### src/rtl/fcdnn_pipe_pkg.sv
// fcdnn_pipe_pkg: pipe bank mode encodings, controller states and mode-to-latency mapping
package fcdnn_pipe_pkg;
    localparam logic [1:0] DISABLED     = 2'b00;
    localparam logic [1:0] NOT_EXTENDED = 2'b10;
    localparam logic [1:0] EXTENDED     = 2'b11;
    localparam logic [1:0] ILLEGAL      = 2'b01;
    typedef enum logic [1:0] {IDLE, STREAM, DRAIN} state_t;
    function automatic int mode_latency(input logic [1:0] mode, input int extra);
        return mode == EXTENDED ? extra + 7 : mode == NOT_EXTENDED ? extra : 0;
    endfunction
endpackage

### src/rtl/pipe_mode_controller_if.sv
// pipe_mode_controller_if: job config, upstream beat handshake and pipe bank status signals
interface pipe_mode_controller_if #(parameter int COUNT_W = 16);
    logic               cfg_valid;
    logic               cfg_ready;
    logic [1:0]         cfg_mode;
    logic [COUNT_W-1:0] cfg_beats;
    logic               in_valid;
    logic               in_ready;
    logic [1:0]         pipe_mode;
    logic               out_valid;
    logic               done;
    logic               busy;
    logic               err_mode;
    modport master (
        output cfg_valid, cfg_mode, cfg_beats, in_valid,
        input  cfg_ready, in_ready, pipe_mode, out_valid, done, busy, err_mode
    );
    modport slave (
        input  cfg_valid, cfg_mode, cfg_beats, in_valid,
        output cfg_ready, in_ready, pipe_mode, out_valid, done, busy, err_mode
    );
endinterface

### src/rtl/pipe_tag_delay.sv
// pipe_tag_delay: valid/last tag shift register tapped at the selected latency, zero-latency bypass
module pipe_tag_delay #(
    parameter int DEPTH = 9,
    parameter int LAT_W = $clog2(DEPTH + 1)
) (
    input  logic             clk_pll,
    input  logic             rst_n,
    input  logic [LAT_W-1:0] i_lat,
    input  logic             i_valid,
    input  logic             i_last,
    output logic             o_valid,
    output logic             o_last
);
    logic [DEPTH-1:0] r_valid_sr, r_last_sr;
    logic [DEPTH-1:0] w_keep, w_tap;
    // stages past the tap are forced empty so the bank is clean once done fires
    always_comb begin
        w_keep = '0;
        w_tap  = '0;
        for (int i = 0; i < DEPTH; i++) begin
            w_keep[i] = i < int'(i_lat);
            w_tap[i]  = i == int'(i_lat) - 1;
        end
    end
    always_ff @(posedge clk_pll) begin
        if (!rst_n) begin
            r_valid_sr <= '0;
            r_last_sr  <= '0;
        end else begin
            r_valid_sr <= {r_valid_sr[DEPTH-2:0], i_valid} & w_keep;
            r_last_sr  <= {r_last_sr[DEPTH-2:0], i_last} & w_keep;
        end
    end
    assign o_valid = i_lat == '0 ? i_valid : |(r_valid_sr & w_tap);
    assign o_last  = i_lat == '0 ? i_last  : |(r_last_sr & w_tap);
endmodule

### src/rtl/pipe_mode_controller.sv
// pipe_mode_controller: sequences pipe bank mode per job and regenerates valid/last; PIPE_CTRL_BACKTOBACK_EN allows same-mode jobs during drain
module pipe_mode_controller
    import fcdnn_pipe_pkg::*;
#(
    parameter int NUM_OF_EXTRA_PIPES = 2,
    parameter int COUNT_W            = 16
) (
    input logic                   clk_pll,
    input logic                   rst_n,
    pipe_mode_controller_if.slave bus
);
    localparam int DEPTH = NUM_OF_EXTRA_PIPES + 7;
    localparam int LAT_W = $clog2(DEPTH + 1);
    state_t             r_state;
    logic [1:0]         r_mode;
    logic [COUNT_W-1:0] r_remain;
    logic               r_err;
    logic               r_zdone;
    logic [LAT_W-1:0]   w_lat;
    logic               w_cfg_ready, w_accept, w_illegal, w_beat, w_last;
    logic               w_tag_valid, w_tag_done;
    assign w_lat = LAT_W'(mode_latency(r_mode, NUM_OF_EXTRA_PIPES));
`ifdef PIPE_CTRL_BACKTOBACK_EN
    assign w_cfg_ready = r_state == IDLE || (r_state == DRAIN && bus.cfg_mode == r_mode);
`else
    assign w_cfg_ready = r_state == IDLE;
`endif
    assign w_accept  = bus.cfg_valid && w_cfg_ready;
    assign w_illegal = bus.cfg_mode == ILLEGAL;
    assign w_beat    = bus.in_valid && r_state == STREAM;
    assign w_last    = w_beat && r_remain == COUNT_W'(1);
    always_ff @(posedge clk_pll) begin
        if (!rst_n) begin
            r_state  <= IDLE;
            r_mode   <= DISABLED;
            r_remain <= '0;
            r_err    <= 1'b0;
            r_zdone  <= 1'b0;
        end else begin
            r_zdone <= w_accept && !w_illegal && bus.cfg_beats == '0;
            if (w_accept && w_illegal) begin
                r_err <= 1'b1;
            end else if (w_accept) begin
                r_mode   <= bus.cfg_mode;
                r_remain <= bus.cfg_beats;
                r_state  <= bus.cfg_beats != '0 ? STREAM : (r_state == DRAIN && w_tag_done) ? IDLE : r_state;
            end else if (w_beat) begin
                r_remain <= r_remain - COUNT_W'(1);
                if (w_last) r_state <= w_lat == '0 ? IDLE : DRAIN;
            end else if (r_state == DRAIN && w_tag_done) begin
                r_state <= IDLE;
            end
        end
    end
    pipe_tag_delay #(.DEPTH(DEPTH), .LAT_W(LAT_W)) u_tag (
        .clk_pll (clk_pll),
        .rst_n   (rst_n),
        .i_lat   (w_lat),
        .i_valid (w_beat),
        .i_last  (w_last),
        .o_valid (w_tag_valid),
        .o_last  (w_tag_done)
    );
    assign bus.cfg_ready = w_cfg_ready;
    assign bus.in_ready  = r_state == STREAM;
    assign bus.pipe_mode = r_mode;
    assign bus.out_valid = w_tag_valid;
    assign bus.done      = w_tag_done || r_zdone;
    assign bus.busy      = r_state != IDLE;
    assign bus.err_mode  = r_err;
endmodule

### src/flat_wrapper.sv
// flat-port wrapper written by rule: the top's interface ports become plain ports
module pipe_mode_controller_flat import fcdnn_pipe_pkg::*;
#(
    parameter int NUM_OF_EXTRA_PIPES = 2,
    parameter int COUNT_W            = 16
)
  (clk_pll, rst_n, bus_cfg_valid, bus_cfg_mode, bus_cfg_beats, bus_in_valid, bus_cfg_ready, bus_in_ready, bus_pipe_mode, bus_out_valid, bus_done, bus_busy, bus_err_mode);
  pipe_mode_controller_if #(.COUNT_W(COUNT_W)) bus_i ();
  input logic clk_pll;
  input logic rst_n;
  input wire logic [$bits(bus_i.cfg_valid)-1:0] bus_cfg_valid;
  input wire logic [$bits(bus_i.cfg_mode)-1:0] bus_cfg_mode;
  input wire logic [$bits(bus_i.cfg_beats)-1:0] bus_cfg_beats;
  input wire logic [$bits(bus_i.in_valid)-1:0] bus_in_valid;
  output wire logic [$bits(bus_i.cfg_ready)-1:0] bus_cfg_ready;
  output wire logic [$bits(bus_i.in_ready)-1:0] bus_in_ready;
  output wire logic [$bits(bus_i.pipe_mode)-1:0] bus_pipe_mode;
  output wire logic [$bits(bus_i.out_valid)-1:0] bus_out_valid;
  output wire logic [$bits(bus_i.done)-1:0] bus_done;
  output wire logic [$bits(bus_i.busy)-1:0] bus_busy;
  output wire logic [$bits(bus_i.err_mode)-1:0] bus_err_mode;
  assign bus_i.cfg_valid = bus_cfg_valid;
  assign bus_i.cfg_mode = bus_cfg_mode;
  assign bus_i.cfg_beats = bus_cfg_beats;
  assign bus_i.in_valid = bus_in_valid;
  assign bus_cfg_ready = bus_i.cfg_ready;
  assign bus_in_ready = bus_i.in_ready;
  assign bus_pipe_mode = bus_i.pipe_mode;
  assign bus_out_valid = bus_i.out_valid;
  assign bus_done = bus_i.done;
  assign bus_busy = bus_i.busy;
  assign bus_err_mode = bus_i.err_mode;
  pipe_mode_controller #(.NUM_OF_EXTRA_PIPES(NUM_OF_EXTRA_PIPES), .COUNT_W(COUNT_W)) u_core (.clk_pll(clk_pll), .rst_n(rst_n), .bus(bus_i));
endmodule
### config.mk
export PLATFORM = sky130hd
export DESIGN_NAME = pipe_mode_controller_flat
export DESIGN_NICKNAME = d
export VERILOG_FILES = /design/src/rtl/fcdnn_pipe_pkg.sv /design/src/rtl/pipe_mode_controller_if.sv /design/src/rtl/pipe_tag_delay.sv /design/src/rtl/pipe_mode_controller.sv /design/src/flat_wrapper.sv
export SDC_FILE = /design/constraint.sdc
export NUM_CORES = 1
export LEC_CHECK = 0
export ABC_CLOCK_PERIOD_IN_PS = 2300
export BUFFER_PORTS_ARGS = -buffer_cell sky130_fd_sc_hd__buf_2
export CAP_MARGIN = 40
export CELL_PAD_IN_SITES_DETAIL_PLACEMENT = 1
export CELL_PAD_IN_SITES_GLOBAL_PLACEMENT = 2
export CORE_MARGIN = 2
export CORE_UTILIZATION = 30
export CTS_BUF_LIST = sky130_fd_sc_hd__clkbuf_16
export DETAILED_ROUTE_END_ITERATION = 16
export GPL_TIMING_DRIVEN = 0
export PLACE_DENSITY = 0.75
export SLEW_MARGIN = 40
export SYNTH_ARGS = -nofsm -noshare
export SYNTH_HDL_FRONTEND = slang
export SYNTH_HIERARCHICAL = 1
export SYNTH_SLANG_ARGS = --single-unit
### constraint.sdc
create_clock -name clk_pll -period 2.3 [get_ports clk_pll]
set_input_delay 0.23 -clock clk_pll [delete_from_list [all_inputs] [get_ports clk_pll]]
set_output_delay 0.23 -clock clk_pll [all_outputs]
set_load 0.01 [all_outputs]
==> flow_summary_export.csv <==
group,metric,value,unit
run_status,status,"complete, but fails checks",
run_status,violations,"setup timing",
routing,firstDrtPassIters,4,
critical_path,crit_chain,"or4_4, or3_4, nor4b_4, o22a_1, or2_4, buf_6",
cells_and_area,drive_above_1_share,23.9,%
die,pin_count,30,
routing,drc,0,
cells_and_area,fin_util,38.4,%
critical_path,crit_path_start_kind,"flip-flop",
cts,hold_buffers,0,
synth,yosys_warnings,6,
routing,num_vias,2238,
synth,synth_cells,277,
cells_and_area,fillers,908,
timing,hold_violations,0,
cells_and_area,register_area,812,um2
synth,synth_flop_cell,"dfxtp_1",
cts,cts.sinks,40,
grt,grtUsageTotal,18.8,%
synth,synth_fa_ha_area_share,1.13,%
timing,fin_crit,2530,ps
synth,synthMostInstantiatedCell,"dfxtp_1",
critical_path,required,2070,ps
grt,grt_start_max_net_pins,14,
routing,drt_wl_total,7520,um
cts,cts_made_buffers,5,
critical_path,r2r_cells,7,
critical_path,crit_buf_inv,1,
cts,clkLatencyLatePin,280,ps
synth,yosys-top-cells-area,"dfxtp_1 36%, o21ai_0 5.0%, nand2_1 4.4%, nor2_1 4.1%, a21oi_1 3.6%",
routing,via_per_inst,5.32,
critical_path,cp_top_family,"simple AND/OR/NAND/NOR gates",
power,power_frac_clock,35.4,%
grt,grt-ovfl-total,0,
cells_and_area,multi_input_area,1320,um2
routing,drtAntennaViolNets,0,
flow_run,timing.max_cap.violations,0,
power,leakage,0.00113,uW
synth,synth_nets,301,
timing,period_share,110,%
synth,ys_seq_elements,40,
die,die_y,89.9,um
timing,finalSetupTns,-231,ps
timing,timing.fmax,395,MHz
synth,synth_top_family_by_area,"simple AND/OR/NAND/NOR gates",
synth,synth_commonest_cells,"40 x dfxtp_1, 26 x nand2_1, 24 x nor2_1",
critical_path,worst-path-stages,6,
cts,cts_buffer_depth,2,
timing,rsz0062_at_grt,"yes",
power,intPower,1530,uW
timing,worst_slew_margin_rel,59.3,%
placement,portBuffers,29,
synth,async_reset_ff_share,0,%
synth,muxShareOfSynthArea,2.09,%
grt,grt_pass1_vias,2319,
synth,seq_area_frac_synth,36.1,%
timing,worstMarginPinSlew,611,ps
synth,netlist_area,2220,um2
grt,antenna_found_initial,0,
power,power_frac_comb,28.6,%
power,ir_drop,306,uV
cells_and_area,antenna_cells,0,
timing,skew,1.83,ps
cts,cts_max_level,2,
critical_path,crit_slowest_cell,"or4_4",
timing,slew_violations,0,
hold_path,worst_hold_path_type,"in -> reg",
timing,setup_viol,1,
critical_path,critPathMaxStageDelay,520,ps
die,die_w,89.9,um
hold_path,min_path_cells,3,
die,core,7210,um2
cts,cts-root-buf,"clkbuf_16",
synth,synth_area_leader_cell,"dfxtp_1",
timing,setup_ws,-231,ps
die,rows,31,
placement,dp_hpwl,5350,um
power,p_per_area,819,nW/um2
placement,place_congestion,0.793,
routing,drt_iter0_markers,92,
cells_and_area,synthToLayoutAreaGrowth,25.1,%
power,seq_power_share,36.0,%
synth,synthSimpleGateAreaFrac,29.9,%
cells_and_area,nets,345,
die,start_util,30.7,%
cts,clkTransAtPathRegs,60,ps
grt,grt_pass1_wl,12100,um
synth,yosysUniqueCellTypes,60,
synth,synth_top_area_share,36.1,%
critical_path,cp.arrival,2300,ps
synth,synth-xor-area-share,0,%
synth,synth_compound_gate_area_share,24.6,%
synth,synth_edf_count,0,
power,p_switching,736,uW
synth,synth.avg_cell_area,8.00,um2
critical_path,path_class,"reg -> out",
routing,wire_per_inst,17.9,um
power,swShare,32.5,%
critical_path,reg2reg_slack,100,ps
critical_path,crit_path_end_kind,"primary output",
cts,cts_tree,"done",
critical_path,worstPathMaxFanout,2,
die,dieArea,8090,um2
-- repair_timing --
action | in CTS | in global routing
resized for setup | 18 | 10
pin swaps | 5 | 6
endpoints found under the setup margin | 3 | 5
gates cloned | 0 | 0
setup buffers | 6 | 3
-- power groups by stage --
stage,logic (uW),registers [uW],clock network [uW]
detailed placement,566,823,0
finish,648,817,804
floorplan,402,806,0
global placement,557,823,0
global route,714,823,860
CTS,634,813,825
-- cell families (layout without fill, tap and decap cells) --
| group | count (synthesis) | in the layout |
|---|---|---|
| AND/OR/NAND/NOR | 121 | 121 |
| AO/OA/AOI/OAI | 81 | 81 |
| flip-flops | 40 | 40 |
| buffers and inverters | 28 | 73 |
| multiplexers | 4 | 4 |
| adder cells (fa/ha/maj) | 2 | 2 |
| other | 1 | 1 |
-- placed cells by master, fill, tap and decap left out, types with 3 or more instances in the layout --
| cell type | count |
|---|---|
| a21boi_0 | 8 |
| a21oi_1 | 16 |
| a2bb2oi_1 | 3 |
| and2_1 | 5 |
| and3_1 | 10 |
| buf_2 | 30 |
| buf_4 | 9 |
| buf_6 | 4 |
| clkbuf_1 | 9 |
| clkbuf_16 | 5 |
| clkbuf_2 | 3 |
| dfxtp_1 | 35 |
| dfxtp_2 | 3 |
| inv_1 | 9 |
| nand2_1 | 26 |
| nand2b_1 | 3 |
| nand3_1 | 6 |
| nor2_1 | 24 |
| nor2b_1 | 8 |
| nor3_1 | 10 |
| nor3b_1 | 3 |
| nor4_1 | 8 |
| o21a_1 | 3 |
| o21ai_0 | 20 |
| o311a_1 | 3 |
| o31ai_1 | 3 |
-- tightest hold or removal path, stage by stage --
cell      delay (ps)
buf_2            120
nand2_1           50
a21boi_0          80
-- stage by stage --
| stage | total power, uW | instances | hold WS [ps] | setup WS [ps] | instance area (um2) |
|---|---|---|---|---|---|
| finish | 2270 | 421 | 238 | -231 | 2770 |
| CTS | 2270 | 419 | 238 | -282 | 2750 |
| global placement | 1380 | 405 | 433 | -235 | 2480 |
| detailed placement | 1390 | 405 | 426 | -205 | 2480 |
| floorplan | 1210 | 277 | 372 | 114 | 2220 |
| global route | 2400 | 421 | 269 | -321 | 2770 |
-- final timing paths --
path,start,to
min,bus_cfg_mode[1],u_core/bus.pipe_mode[1]
max,u_core/r_remain[6],bus_done
max reg2reg,u_core/r_remain[6],u_core/r_remain[14]
min reg2reg,u_core/u_tag/r_last_sr[3],u_core/u_tag/r_last_sr[4]
-- flip-flops by register name, summed over array words and instances, names as in the netlist --
signal                   cells
u_core/r_state               2
u_core/r_remain             16
u_core/r_zdone               1
u_core/bus.pipe_mode         2
u_core/bus.err_mode          1
u_core/u_tag/r_valid_sr      9
u_core/u_tag/r_last_sr       9
-- final cells by class --
class / instances / share of cell area (%)
Buffer: 17 / 3.34
Clock buffer: 5 / 4.51
Clock inverter: 3 / 1.53
Inverter: 10 / 1.35
Multi-Input combinational cell: 209 / 47.6
Sequential cell: 40 / 29.3
Tap cell: 99 / 4.47
Timing Repair Buffer: 38 / 7.90
-- routing by layer --
metal	vias to the layer above	part of all wire, %	wire length, um	track usage [%]
met5	-	0	0	0
met4	0	1.6	119	5.90
met3	9	3.4	256	3.10
met2	39	49	3660	32.6
met1	1093	46	3490	24.0
li1	1097	-	-	-
Power figures use the tool's default switching activity.
